$ cat src/rtl/cpu_types_pkg.sv
// rtl/cpu_types_pkg.sv - shared CPU control types and hazard helpers
package cpu_types_pkg;

  typedef enum logic [1:0] {
    BOOT   = 2'd0,
    RUN    = 2'd1,
    DWAIT  = 2'd2,
    HALTED = 2'd3
  } ctrl_state_t;

  // One-hot, priority-resolved view of the hazard acted on this cycle
  typedef struct packed {
    logic dwait;
    logic redirect;
    logic loaduse;
    logic imiss;
  } hazard_t;

  function automatic logic load_use(input logic       mem_read,
                                    input logic [4:0] ex_rt,
                                    input logic [4:0] id_rs,
                                    input logic [4:0] id_rt);
    return mem_read && (ex_rt != 5'd0) && ((ex_rt == id_rs) || (ex_rt == id_rt));
  endfunction

endpackage

$ cat src/rtl/sat_counter.sv
// rtl/sat_counter.sv - saturating up-counter, sticks at all-ones
module sat_counter #(
  parameter int WIDTH = 32
) (
  input  logic             CLK,
  input  logic             nRST,
  input  logic             inc,
  output logic [WIDTH-1:0] value
);

  always_ff @(posedge CLK or negedge nRST) begin
    if (!nRST) begin
      value <= '0;
    end else if (inc && (value != {WIDTH{1'b1}})) begin
      value <= value + 1'b1;
    end
  end

endmodule

$ cat src/rtl/pipeline_hazard_ctrl.sv
// rtl/pipeline_hazard_ctrl.sv - pipeline WEN/flush controller with halt drain and stall stats
module pipeline_hazard_ctrl
  import cpu_types_pkg::*;
#(
  parameter int CNT_W = 32
) (
  input  logic             CLK,
  input  logic             nRST,
  input  logic             ihit,
  input  logic             dhit,
  input  logic             exmem_MemRead,
  input  logic             exmem_MemWrite,
  input  logic             idex_MemRead,
  input  logic [4:0]       idex_rt,
  input  logic [4:0]       ifid_rs,
  input  logic [4:0]       ifid_rt,
  input  logic             ex_redirect,
  input  logic             memwb_halt,
  output logic             pc_WEN,
  output logic             ifid_WEN,
  output logic             ifid_flush,
  output logic             idex_WEN,
  output logic             idex_flush,
  output logic             exmem_WEN,
  output logic             exmem_flush,
  output logic             memwb_WEN,
  output logic             halt,
  output logic [CNT_W-1:0] stall_cycles,
  output logic [CNT_W-1:0] flush_count
);

  ctrl_state_t state, next_state;
  hazard_t     haz;
  logic        ifid_we, idex_we, exmem_we;
  logic        stall_inc, flush_inc;

  always_ff @(posedge CLK or negedge nRST) begin
    if (!nRST) begin
      state <= BOOT;
    end else begin
      state <= next_state;
    end
  end

  // In DWAIT the pending access is known to be outstanding; only dhit matters
  always_comb begin
    haz = '0;
    if ((state == DWAIT) ? !dhit : ((exmem_MemRead || exmem_MemWrite) && !dhit)) begin
      haz.dwait = 1'b1;
    end else if (ex_redirect) begin
      haz.redirect = 1'b1;
    end else if (load_use(idex_MemRead, idex_rt, ifid_rs, ifid_rt)) begin
      haz.loaduse = 1'b1;
    end else if (!ihit) begin
      haz.imiss = 1'b1;
    end
  end

  always_comb begin
    next_state  = state;
    pc_WEN      = 1'b0;
    ifid_we     = 1'b0;
    ifid_flush  = 1'b0;
    idex_we     = 1'b0;
    idex_flush  = 1'b0;
    exmem_we    = 1'b0;
    exmem_flush = 1'b0;
    memwb_WEN   = 1'b0;
    flush_inc   = 1'b0;
    case (state)
      BOOT: next_state = RUN;
      RUN, DWAIT: begin
        if ((state == RUN) && memwb_halt) begin
          next_state = HALTED;
        end else if (haz.dwait) begin
          next_state = DWAIT;
        end else begin
          next_state = RUN;
          {pc_WEN, ifid_we, idex_we, exmem_we, memwb_WEN} = 5'b11111;
          if (haz.redirect) begin
            ifid_flush = 1'b1;
            idex_flush = 1'b1;
            flush_inc  = 1'b1;
          end else if (haz.loaduse) begin
            pc_WEN     = 1'b0;
            ifid_we    = 1'b0;
            idex_flush = 1'b1;
          end else if (haz.imiss) begin
            pc_WEN     = 1'b0;
            ifid_flush = 1'b1;
          end
        end
      end
      default: next_state = HALTED;
    endcase
  end

  // A flushed register must also be written so the bubble actually lands
  assign ifid_WEN  = ifid_we  | ifid_flush;
  assign idex_WEN  = idex_we  | idex_flush;
  assign exmem_WEN = exmem_we | exmem_flush;

  assign halt      = (state == HALTED);
  assign stall_inc = ((state == RUN) || (state == DWAIT)) && !pc_WEN;

  sat_counter #(.WIDTH(CNT_W)) u_stall_cnt (
    .CLK   (CLK),
    .nRST  (nRST),
    .inc   (stall_inc),
    .value (stall_cycles)
  );

  sat_counter #(.WIDTH(CNT_W)) u_flush_cnt (
    .CLK   (CLK),
    .nRST  (nRST),
    .inc   (flush_inc),
    .value (flush_count)
  );

endmodule

$ cat config.mk
export PLATFORM = sky130hd
export DESIGN_NAME = pipeline_hazard_ctrl
export DESIGN_NICKNAME = d
export VERILOG_FILES = /design/src/rtl/cpu_types_pkg.sv /design/src/rtl/sat_counter.sv /design/src/rtl/pipeline_hazard_ctrl.sv
export SDC_FILE = /design/constraint.sdc
export NUM_CORES = 1
export LEC_CHECK = 0
export CAP_MARGIN = 20
export CORE_ASPECT_RATIO = 0.8
export CORE_MARGIN = 4
export CORE_UTILIZATION = 52
export DETAILED_ROUTE_END_ITERATION = 8
export PLACE_DENSITY = 0.95
export SKIP_CTS_REPAIR_TIMING = 1
export SYNTH_ARGS = -nofsm -noshare
export SYNTH_HDL_FRONTEND = slang
export SYNTH_SLANG_ARGS = --single-unit
$ cat constraint.sdc
create_clock -name CLK -period 6.05 [get_ports CLK]
set_input_delay 1.5125 -clock CLK [delete_from_list [all_inputs] [get_ports CLK]]
set_output_delay 1.5125 -clock CLK [all_outputs]
set_load 0.03 [all_outputs]
Word level (Yosys, flattened, before mapping) --
Cells that the tools add are included.
Word-level totals: flip-flop bits (word level) 66, ROM bits 0, memories 0, RAM bits 0, output and inout bits 73, latch bits 0
Cells by class: $mul 0, bitwise operators 2, reduce and logical (&&, ||, !) cells 15, div/mod/pow operators 0, multiplexer cells 40, magnitude comparators 0, shifts and indexed selects 0, add/sub/neg operators 2, equal/unequal tests 7
Operator list (count):
- $add 32x1->32 const B | 2
- $ne 32x32->1 const B | 2
- $mux 1 | 35
- $eq 5x5->1 | 2
- $logic_and 1x1->1 | 7
- $mux 2 | 3
- $reduce_bool 5->1 | 1
- $eq 2x2->1 const B | 2
- $pmux 2 s2 | 1
- $logic_or 1x1->1 | 3
- $mux 3 | 1
- $eq 2x1->1 const B | 1
- $logic_not 1->1 | 2
- $logic_not 2->1 | 1
- $or 1x1->1 | 2
- $reduce_or 2->1 | 1

Logic depth before layout (Yosys ltp) --
Gate-level depths: netlist of the first run.
word-level depth 15, gate-level depth with buffers 10, gate-level depth less buffers 9

Hierarchy --
Synthesis of the first run repeated with hierarchy kept, for this count alone.
Second synthesis, totals: cell total of the unflattened synthesis 355, area, all modules 3628.5 um2
By module, submodules not included:
- sat_counter at u_flush_cnt | area an instance 1624.1 um2, sequential area each 800.8 um2, cells an instance 151, times used 1
- sat_counter at u_stall_cnt | area an instance 1617.8 um2, sequential area each 800.8 um2, cells an instance 153, times used 1
- pipeline_hazard_ctrl | area an instance 386.6 um2, sequential area each 50.0 um2, cells an instance 51, times used 1

Worst setup path before layout of the first run --
OpenSTA, ideal clock, no wires.
path type input to output, start point in idex_rt[1], end point out pc_WEN, arrival 2.906 ns, required time 4.537 ns, buffers on the path 0, slack 1.632 ns, cell stages on the path 5, path through or4_1 -> o21ai_0 -> nand2b_1 -> a21oi_1 -> nor2b_1
On the way: word-level cells in the longest chain between the ends 12, elaborated cells on any way between the ends 16, classes of those cells eq/ne: 2; mux: 10; reduce/logical: 4
RTL lines:
- from (decl) | RTL line pipeline_hazard_ctrl.sv:14 | input logic [4:0] idex_rt,
- $eq 5x5->1 / $reduce_bool 5->1 (equally long branches) | RTL line cpu_types_pkg.sv:23 | return mem_read && (ex_rt != 5'd0) && ((ex_rt == id_rs) || (ex_rt == id_rt));
- $logic_or 1x1->1 / $logic_and 1x1->1 (equally long branches) | RTL line cpu_types_pkg.sv:23
- $logic_and 1x1->1 * | RTL line cpu_types_pkg.sv:23
- $mux 1 | RTL line pipeline_hazard_ctrl.sv:52 | end else if (load_use(idex_MemRead, idex_rt, ifid_rs, ifid_rt)) begin
- $mux 2 * | RTL line pipeline_hazard_ctrl.sv:50 | end else if (ex_redirect) begin
- $mux 3 * | RTL line pipeline_hazard_ctrl.sv:48 | if ((state == DWAIT) ? !dhit : ((exmem_MemRead || exmem_MemWrite) && !dhit)) begin
- $mux 1 | RTL line pipeline_hazard_ctrl.sv:88 | end else if (haz.imiss) begin
- $mux 1 * | RTL line pipeline_hazard_ctrl.sv:84 | end else if (haz.loaduse) begin
- $mux 1 * | RTL line pipeline_hazard_ctrl.sv:80 | if (haz.redirect) begin
- $mux 1 * | RTL line pipeline_hazard_ctrl.sv:75 | end else if (haz.dwait) begin
- $mux 1 * | RTL line pipeline_hazard_ctrl.sv:73 | if ((state == RUN) && memwb_halt) begin
- $mux 1 * | RTL line pipeline_hazard_ctrl.sv:70 | case (state)
- to (decl) | RTL line pipeline_hazard_ctrl.sv:19 | output logic pc_WEN,
Every way passes the cells marked *; elsewhere a longest branch is shown, timed or not.

Final worst setup path of the first run --
Ends and elaborated chain as after synthesis.

==> results of run 1 <==
power groups by stage:
stage / combinational, µW / clock, µW / sequential, µW
global route: 45.1 / 389 / 442
CTS: 41.7 / 371 / 442
finish: 40.7 / 364 / 442
global placement: 40.3 / 0 / 450
detailed placement: 41.5 / 0 / 450
floorplan: 12.4 / 0 / 451
metrics by stage:
step / util / total power, µW / setup WS, ps / std cells
global route: 0.7520 / 876.2 / 491.3 / 500
floorplan: - / 463.5 / 1632 / 317
CTS: 0.7520 / 854.7 / 567.6 / 500
finish: 0.7520 / 846.7 / 598.2 / 500
detailed placement: 0.7206 / 491.9 / 578.3 / 486
global placement: 0.7206 / 490.7 / 656.6 / 486
kinds of logic after synthesis:
| kind of cell | after synthesis | synth area share |
|---|---|---|
| compound gates | 14 | 0.03367 |
| xor+xnor | 72 | 0.1865 |
| fa+ha+maj | 6 | 0.02220 |
| buf+inv | 17 | 0.02331 |
| flops | 66 | 0.4883 |
| mux | 2 | 0.006659 |
| other cells | 1 | 0.001109 |
| simple gates | 139 | 0.2383 |
metal layers:
layer	vias to the layer above	GRT usage	wire length [µm]	share of wire
met1	1347	0.2719	3450	0.43
li1	1301	-	-	-
met3	7	0.05295	396	0.049
met4	0	0.06139	67	0.0083
met2	72	0.3750	4176	0.52
met5	-	0	0	0
Yosys cell counts, types with 2 or more instances:
cell type / count
dfrtp_1: 66
or4_4: 3
inv_1: 8
and3_1: 8
buf_2: 3
nor3_1: 15
a21oi_1: 2
o211a_1: 2
and2_1: 3
ha_1: 6
nand3_1: 36
nor2b_1: 2
nor3b_1: 2
o21a_1: 3
clkbuf_1: 3
and4_1: 6
mux2_2: 2
xnor2_1: 56
nand3_2: 3
buf_4: 3
nor2_1: 15
xor2_1: 16
o21ai_0: 2
nand2_1: 19
nand4_1: 18
layout by cell type, fill, tap and decap left out, types with 3 or more instances in the layout:
master / netlist / final
and3_1: 8 / 8
clkbuf_8: 0 / 11
inv_1: 8 / 8
nor3_1: 15 / 15
nand3_1: 36 / 36
nor2_1: 15 / 15
nand4_1: 18 / 18
and2_1: 3 / 3
xor2_1: 16 / 16
nand2_1: 19 / 19
nand3_2: 3 / 3
and4_1: 6 / 6
xnor2_1: 56 / 56
ha_1: 6 / 6
clkdlybuf4s50_1: 0 / 94
o21a_1: 3 / 3
dfrtp_1: 66 / 66
or4_4: 3 / 3
worst max-delay path by stage:
stage / from / to / slack (ps) / cells past startpoint
CTS: idex_rt[1] / pc_WEN / 570 / 7
detailed placement: idex_rt[1] / pc_WEN / 580 / 7
finish: idex_rt[1] / pc_WEN / 600 / 7
global placement: idex_rt[1] / pc_WEN / 660 / 7
global route: idex_rt[1] / pc_WEN / 490 / 7
floorplan: idex_rt[1] / pc_WEN / 1630 / 5
final cells by class:
cell class / count / area (µm²)
sequential: 66 / 1652
inverter: 8 / 30.03
multi-input combinational: 234 / 1652
clock inverter: 3 / 40.04
clock buffer: 11 / 151.4
fill: 446 / 1513
tap: 81 / 101.3
timing repair buffer: 97 / 960.9
flip-flops by register name, indices dropped and copies added, names as in the netlist:
signal             count
u_stall_cnt.value     32
state                  2
u_flush_cnt.value     32
critical path: cells and delay by family:
| kind | cells | cell delay, ps |
|---|---|---|
| buffers and inverters | 2 | 1150 |
| AND/OR/NAND/NOR | 3 | 880 |
| AO/OA/AOI/OAI | 2 | 380 |
==> impl_results.md, run 1 <==
- Max-slew violation count: 0
- Clock share of power: 0.430
- Sw Share: 0.2104
- Max_cap viols: 0
- Final period utilization: 0.9011
- Root Driver: clkbuf_8
- CTS Buffer Depth: 2
- Setup violators final: 0
- EDFF count, synth: 0
- CP max stage delay: 690 ps
- Initial antenna violation count: 0
- VDD IR-drop max: 0.09587 mV
- Clk sinks: 66
- Min cycle time layout: 5452 ps
- Clock insertion delay at the later pin of the skew report: 330 ps
- Reg-to-reg slack, setup: 3490 ps
- RR Endpoint: u_flush_cnt.value[29]
- Die height: 80.13 µm
- Nets@finish: 446
- Placer Congestion: 0.7922
- Max-Slew Margin vs Limit: 0.4428
- Ant. Diodes: 0
- Critical Path Source Type: input port
- Cell mode on critical path: clkdlybuf4s50_1
- Sequential element share of the synthesized area: 0.4883
- Synth Cell Area: 3382 µm²
- First-pass GRT wire length: 13600 µm
- TritonCTS buffer count: 9
- Remaining antenna violation count after routing: 0
- Crit Path Class: in2out
- TNS Setup: 0 ps
- Final Cell Area: 4587 µm²
- Placed cell areas: 4395 µm²
- CTS tree: done
- Die width: 98.17 µm
- CTS H-tree lvls: 3
- Cell accounting for the most synthesized area: dfrtp_1
- Outcome: finished, final reports clean
- Gr usage total: 0.2163
- Min-Delay Path Class: reg2reg
- WL final: 8089 µm
- Starting density of the core: 0.5545
- Syn nets: 347
- DP HPWL: 6159 µm
- Hold Vio Cnt, Final: 0
- Clock Skews: 3.199 ps
- GRT overflow: 0
- CP max stage cell: clkdlybuf4s50_1
- Worst hold stages: 1
- # port buffers: 95
- Reg2reg start: state[0]
- Static leakage: 0.001990 µW
- Vias in the first global route: 2726
- Row count: 25
- Drc violations: 0
- P per Cell Area: 184.6 nW/µm²
- Asr flop ratio synth: 1.000
- Vias per cell: 5.454
- WL per Instance: 16.18 µm
- Reg clk slew, reported paths: 70 ps
- Pin count of the biggest net entering global routing: 67
- Hold_ws: 493.1 ps
- Seq pwr share: 0.522
- Distinct cells, synth: 40
- Fmax achieved: 183.4 MHz
- Core area: 6100 µm²
- CP endpoint kind: output pin
- Internal power: 668.6 µW
- Worst reg-to-reg path cell count: 8
- Layout cells sized above 1: 0.07637
- Min-Delay Endpoint: u_flush_cnt.value[19]
- Worst slew pin tran: 835.8 ps
- Area grow syn2layout: 35.63%
- Combinational Power Share: 0.048
- Unrepaired setup endpoints after global routing: no
- Vias: 2727
- Hold_sp: u_flush_cnt.value[19]
- CP required: 4540 ps
- Top cell type's share of synthesized area: 0.4883
- Syn Inst Count: 317
- CP arrival: 3940 ps
- Leading post-synthesis cells by cell area: dfrtp_1 49%, xnor2_1 15%, nand3_1 5.3%, xor2_1 4.1%, nand4_1 3.3%
- Critical path peak fanout: 3
- Syn. warnings: 0
- IO Count: 97
- Pre-antenna DRT Iters: 4
- Number of synthesized register bits: 66
- Initial drt markers: 85
- Sw power: 178.1 µW
- Main synth FF type: dfrtp_1
- Syn Area/Cell: 10.67 µm²
- Die area: 7866 µm²
- Crit-path cells: clkdlybuf4s50_1 -> or4_1 -> o21ai_0 -> nand2b_1 -> a21oi_1 -> nor2b_1 -> clkdlybuf4s50_1
(Power assumes the default switching activity.)
==> inputs of run 2 (changes only) <==
Settings changed: ABC_AREA set to 1, CAP_MARGIN 20 to 15, PLACE_DENSITY 0.95 to 0.92.
==> run 2 against run 1 <==
Effect of this change:
- count of clock-buffer cells in the layout decreased by 2
- die area increased by 36%
- final cell count increased by 86%
- largest power group is now the clock network
- first-iteration DRC count increased to 6.3 times the previous value
- global-route usage increased by 4.0 points
- final area increased by 31%
==> impl_results.md, run 2 <==
- Min-Delay Path Class: reg2reg
- Max_cap viols: 0 (unchanged)
- Setup violators final: 0 (unchanged)
- IO Count: 97 (unchanged)
- CP required: 4540 ps (about the same)
- Hold Vio Cnt, Final: 0 (unchanged)
- CTS Buffer Depth: 2 (unchanged)
- Placer Congestion: 0.9857 (+24%)
- Distinct cells, synth: 28 (-30%)
- Biggest regs: u_flush_cnt.value (32), u_stall_cnt.value (32), state (2)
- CP arrival: 3330 ps (-610 ps)
- Core area: 8671 µm² (+42%)
- Vias: 4980 (+83%)
- Main synth FF type: dfrtp_1
- Top cell type's share of synthesized area: 0.3480 (-0.1403)
- Count leader, synth: nand2_1
- Ant. Diodes: 0 (unchanged)
- Outcome: finished, final reports clean
- Leading post-synthesis cells by cell area: dfrtp_1 35%, nand2_1 24%, nand3_1 6.2%, xor2_1 6.1%, nor2_1 6.0%
- TNS Setup: 0 ps (unchanged)
- P per Cell Area: 169.9 nW/µm² (-7.9%)
- Top cells by count, synth: 303 x nand2_1, 76 x nor2_1, 66 x dfrtp_1
- Die height: 93.45 µm (+17%)
- Root Driver: clkbuf_16
- Nets@finish: 843 (+89%)
- # port buffers: 95 (unchanged)
- Static leakage: 0.002866 µW (+44%)
- Crit Path Class: in2out
- Fmax achieved: 206.6 MHz (+13%)
- Reg-to-reg slack, setup: 3550 ps (+60 ps)
- CP max stage cell: clkdlybuf4s50_1
- Initial drt markers: 535 (+530%)
- Reg2reg start: u_stall_cnt.value[0]
- Pre-antenna DRT Iters: 5 (+1)
- EDFF count, synth: 0 (unchanged)
- Die width: 114.8 µm (+17%)
- Drc violations: 0 (unchanged)
- Max-Slew Margin vs Limit: 0.4430 (about the same)
- Syn nets: 751 (+120%)
- First-pass GRT wire length: 22100 µm (+63%)
- Min cycle time layout: 4840 ps (-611.8 ps)
- Asr flop ratio synth: 1.000 (unchanged)
- Sequential element share of the synthesized area: 0.3480 (-0.1403)
- RR Endpoint: u_stall_cnt.value[7]
- Clock insertion delay at the later pin of the skew report: 340 ps (about the same)
- CP endpoint: pc_WEN
- Unrepaired setup endpoints after global routing: no
- Placed insts: 914 (+88%)
- Worst setup path start: idex_rt[1]
- Starting density of the core: 0.5473 (-0.007131)
- Layout cells sized above 1: 0.07579 (-0.0005777)
- Critical path peak fanout: 3 (unchanged)
- Initial antenna violation count: 0 (unchanged)
- CP endpoint kind: output pin
- Commonest cells after routing, fill and taps aside: 303 x nand2_1, 94 x clkdlybuf4s50_1, 76 x nor2_1
- Crit-path cells: clkdlybuf4s50_1 -> inv_1 -> nand4_1 -> o21ai_0 -> inv_1 -> nand3_1 -> nand2_2 -> nor2_1 -> clkdlybuf4s50_1
- Number of synthesized register bits: 66 (unchanged)
- GRT overflow: 0 (unchanged)
- Worst reg-to-reg path cell count: 11 (+3)
- Syn Inst Count: 721 (+130%)
- Remaining antenna violation count after routing: 0 (unchanged)
- Pin count of the biggest net entering global routing: 67 (unchanged)
- WL final: 13360 µm (+65%)
- Clock Skews: 9.134 ps (+5.934 ps)
- Gr usage total: 0.2564 (+0.04006)
- Cell accounting for the most synthesized area: dfrtp_1
- WL per Instance: 14.37 µm (-11%)
- Reg clk slew, reported paths: 60 ps (about the same)
- Final non-filler cell total: 930 (+86%)
- Worst slew pin tran: 835.6 ps (-0.2293 ps)
- Final period utilization: 0.8000 (-0.1011)
- Max-slew violation count: 0 (unchanged)
- Critical Path Source Type: input port
- Row count: 30 (+20%)
- CTS tree: done
- Die area: 10730 µm² (+36%)
- TritonCTS buffer count: 9 (unchanged)
- Syn Area/Cell: 6.582 µm² (-38%)
- Vias in the first global route: 4525 (+66%)
- CTS H-tree lvls: 3 (unchanged)
- Most common cell after layout, fill and taps aside: nand2_1
- Clk sinks: 66 (unchanged)
- Syn. warnings: 0 (unchanged)
- Vias per cell: 5.355 (-1.8%)
- Final core occ: 0.6945 (-0.05748)
- Area grow syn2layout: 26.89%
- VDD IR-drop max: 0.1182 mV (+23%)
- Synth Cell Area: 4746 µm² (+40%)
- DP HPWL: 9834 µm (+60%)
- CP max stage delay: 670 ps (-20 ps)
[run 2: changes by cell type in the layout (fill, tap and decap cells not counted), sizes merged, moves of 13 or more]
cell | previous run | this run
nand2 | 19 | 311
inv | 8 | 77
nor2 | 16 | 78
xnor2 | 56 | 11
nand3 | 39 | 60
xor2 | 16 | 33
nor3 | 17 | 31
o21ai | 2 | 15
[run 2: where the power goes]
part / total, µW / leakage (µW) / switching (µW) / internal [µW]
clock: 535 / 0.000146 / 213 / 322
combinational: 47.0 / 0.00186 / 27.1 / 19.9
sequential: 441 / 0.000865 / 0 / 441
total: 1020 / 0.00287 / 240 / 783
[run 2: cells by family after synthesis]
logic type      synth area share
fa+ha+maj                0.01582
flops                     0.3480
compound gates           0.02874
buf+inv                  0.08753
simple gates              0.4379
xor+xnor                 0.08120
other cells            0.0007902
[run 2: worst min-delay path by stage]
stage	startpoint	to	slack (ps)	cells after the start
finish	u_stall_cnt.value[1]	u_stall_cnt.value[1]	530	2
global route	u_stall_cnt.value[1]	u_stall_cnt.value[1]	560	2
CTS	u_stall_cnt.value[1]	u_stall_cnt.value[1]	540	2
detailed placement	u_stall_cnt.value[1]	u_stall_cnt.value[1]	520	2
global placement	u_stall_cnt.value[1]	u_stall_cnt.value[1]	520	2
floorplan	u_stall_cnt.value[1]	u_stall_cnt.value[1]	680	2
[run 2: cell type report]
cell class	count	area (µm²)
inverters	76	287.8
clock buffers	9	225.2
multi-input cells	563	2679
flip-flops and latches	66	1652
clock inverters	7	77.57
well taps	112	140.1
fillers	747	2649
repair buffers	97	960.9
[run 2: critical path, delay by kind of cell]
family                 cells  cell delay [ps]
buffers and inverters      4             1300
and+or+nand+nor            4              370
AOI/OAI and AO/OA          1              150
[run 2: through the flow]
step / hold slack, ps / setup slack, ps / area, µm² / power, µW
after global placement: 519.8 / 1240 / 5719 / 496.1
after detailed placement: 523.5 / 1219 / 5719 / 496.8
final: 529.6 / 1210 / 6022 / 1023
after floorplan: 676.7 / 1892 / 4746 / 468.5
after global routing: 564.6 / 1011 / 6022 / 1054
after CTS: 537.0 / 1214 / 6022 / 1030
[run 2: routing by layer]
metal	up-vias	wire length, µm	track usage	part of all wire
met1	2309	6134	0.3950	0.46
met4	0	123	0.05865	0.0092
li1	2425	-	-	-
met2	231	5720	0.3614	0.43
met5	-	0	0	0
met3	15	1386	0.05821	0.10
==> inputs of run 3 (changes only) <==
Settings changed: CORE_UTILIZATION 52 to 47, PLACE_DENSITY 0.92 to 0.88.
Clock period 6.05 ns to 4.2 ns, I/O delays scaled along.
==> run 3 against run 2 <==
Effect of this change:
- routed wire length is 2.1% higher
- critical path depth rose by 1
- final area increased by 0.60%
- critical path type unchanged
==> impl_results.md, run 3 (synthesized netlist as in run 2, its figures left out) <==
- TritonCTS buffer count: 9 (unchanged)
- Commonest cells after routing, fill and taps aside: 303 x nand2_1, 93 x clkdlybuf4s50_1, 76 x nor2_1
- Final period utilization: 0.9404
- Max-slew violation count: 0 (unchanged)
- WP buf/inv: 3 (-1)
- RR Endpoint: u_stall_cnt.value[11]
- CTS H-tree lvls: 3 (unchanged)
- Row count: 32 (+6.7%)
- Most common cell after layout, fill and taps aside: nand2_1
- Cell mode on critical path: nand2_1
- CP arrival: 2900 ps (-430 ps)
- Max_cap viols: 0 (unchanged)
- P per Cell Area: 247.8 nW/µm² (+46%)
- Clock Skews: 10.49 ps (+1.353 ps)
- Die area: 11780 µm² (+9.8%)
- CP endpoint kind: output pin
- CP max stage cell: clkdlybuf4s50_1
- Worst slew pin tran: 614.4 ps (-221.2 ps)
- # fillers: 908 (+22%)
- Top Metal Used: met4
- GRT overflow: 0 (unchanged)
- Multi-input logic area: 2679 µm² (unchanged)
- Register area: 1652 µm² (unchanged)
- Outcome: finished, final reports clean
- Crit-path cells: clkdlybuf4s50_1 -> inv_2 -> nand2_1 -> nand2_1 -> nor2_1 -> nand3_1 -> nand2_1 -> nand2_1 -> a21oi_1 -> clkdlybuf4s50_1
- Biggest regs: u_flush_cnt.value (32), u_stall_cnt.value (32), state (2)
- CP required: 3150 ps (-1390 ps)
- Max-Slew Margin vs Limit: 0.5898 (+0.1469)
- Critical path peak fanout: 3 (unchanged)
- Hold Vio Cnt, Final: 0 (unchanged)
- Final core occ: 0.6227 (-0.07183)
- Reg2reg start: u_stall_cnt.value[0]
- WL final: 13640 µm (+2.1%)
- Die height: 97.88 µm (+4.7%)
- # port buffers: 95 (unchanged)
- Area grow syn2layout: 27.66%
- Fmax achieved: 253.2 MHz
- Core area: 9729 µm² (+12%)
- Die width: 120.3 µm (+4.8%)
- Unrepaired setup endpoints after global routing: no
- Pin count of the biggest net entering global routing: 44 (-34%)
- Starting density of the core: 0.4878 (-0.05955)
- CTS Buffer Depth: 2 (unchanged)
- First-pass GRT wire length: 22980 µm (+4.0%)
- Setup violators final: 0 (unchanged)
- Cell family with most CP delay: buffers and inverters
- IO Count: 97 (unchanged)
- Critical Path Source Type: input port
- CTS tree: done
- Ant. Diodes: 0 (unchanged)
- Vias: 4925 (-1.1%)
- Min-Delay Endpoint: u_stall_cnt.value[1]
- Static leakage: 0.002876 µW (+0.33%)
- Layout cells sized above 1: 0.07457 (-0.001222)
- Clock insertion delay at the later pin of the skew report: 320 ps (-20 ps)
- Min-Delay Path Class: reg2reg
- Initial drt markers: 374 (-30%)
- Placer Congestion: 0.9765 (-0.93%)
- Pre-antenna DRT Iters: 5 (unchanged)
- Hold_sp: u_stall_cnt.value[1]
- Worst reg-to-reg path cell count: 11 (unchanged)
- TNS Setup: 0 ps (unchanged)
- Root Driver: clkbuf_16
- Nets@finish: 843 (unchanged)
- CP max stage delay: 690 ps (+20 ps)
- Reg clk slew, reported paths: 60 ps (about the same)
- VDD IR-drop max: 0.1869 mV (+58%)
- Drc violations: 0 (unchanged)
- DP HPWL: 10090 µm (+2.6%)
- Clk sinks: 66 (unchanged)
- Initial antenna violation count: 0 (unchanged)
- Worst hold stages: 2 (unchanged)
- Reg-to-reg slack, setup: 1670 ps (-1880 ps)
- Min cycle time layout: 3950 ps
- Gr usage total: 0.2391 (-0.01724)
- Remaining antenna violation count after routing: 0 (unchanged)
- Met3 Routed Length: 1183 µm (-15%)
- WL per Instance: 14.30 µm (-0.48%)
- Crit Path Class: in2out
- Vias per cell: 5.162 (-3.6%)
- M1 WL: 6695 µm (+9.1%)
- Vias in the first global route: 4531 (+0.13%)
- Metal2 WL: 5641 µm (-1.4%)
[run 3: cell type report]
type                       instances  area share
clock buffer                      11     0.03841
inverter                          76     0.04750
timing repair buffer              97      0.1582
sequential                        66      0.2726
tap                              136     0.02809
clock inverter                     5     0.01301
multi-input combinational        563      0.4422
[run 3: worst max-delay path by stage]
stage	slack, ps	to	depth (start not counted)	from
2_1_floorplan	970	pc_WEN	8	idex_rt[1]
3_3_place_gp	320	idex_flush	10	idex_rt[2]
3_5_place_dp	250	idex_flush	10	idex_rt[3]
4_1_cts	250	idex_flush	10	idex_rt[3]
5_1_grt	20	idex_flush	10	idex_rt[3]
6_report	250	idex_flush	10	idex_rt[2]
[run 3: stage by stage]
step | std cells | setup WS (ps) | hold WS [ps] | instance area, µm² | total power, µW
after global routing | 954 | 22.63 | 573.7 | 6058 | 1549
final | 954 | 250.5 | 549.8 | 6058 | 1502
after CTS | 954 | 245.2 | 539.6 | 6058 | 1511
after floorplan | 721 | 966.8 | 676.7 | 4746 | 674.9
after global placement | 938 | 315.2 | 512.1 | 5747 | 715.3
after detailed placement | 938 | 248.0 | 524.4 | 5747 | 716.3
[run 3: layer usage]
metal	track usage	vias up
li1	-	2419
met1	0.3761	2275
met2	0.3437	218
met3	0.04053	13
met4	0.05052	0
met5	0	-
[run 3: tightest hold or removal path: stages (launching register included)]
cell,delay [ps]
dfrtp_1,390
nand2_1,70
nand2_1,50
[run 3: power breakdown]
part	internal [µW]	leakage [µW]	switching [µW]	total [µW]
Sequential	636	0.000865	0	636
Combinational	28.8	0.00186	39.7	68.4
Clock	519	0.000153	278	797
Total	1180	0.00288	317	1500
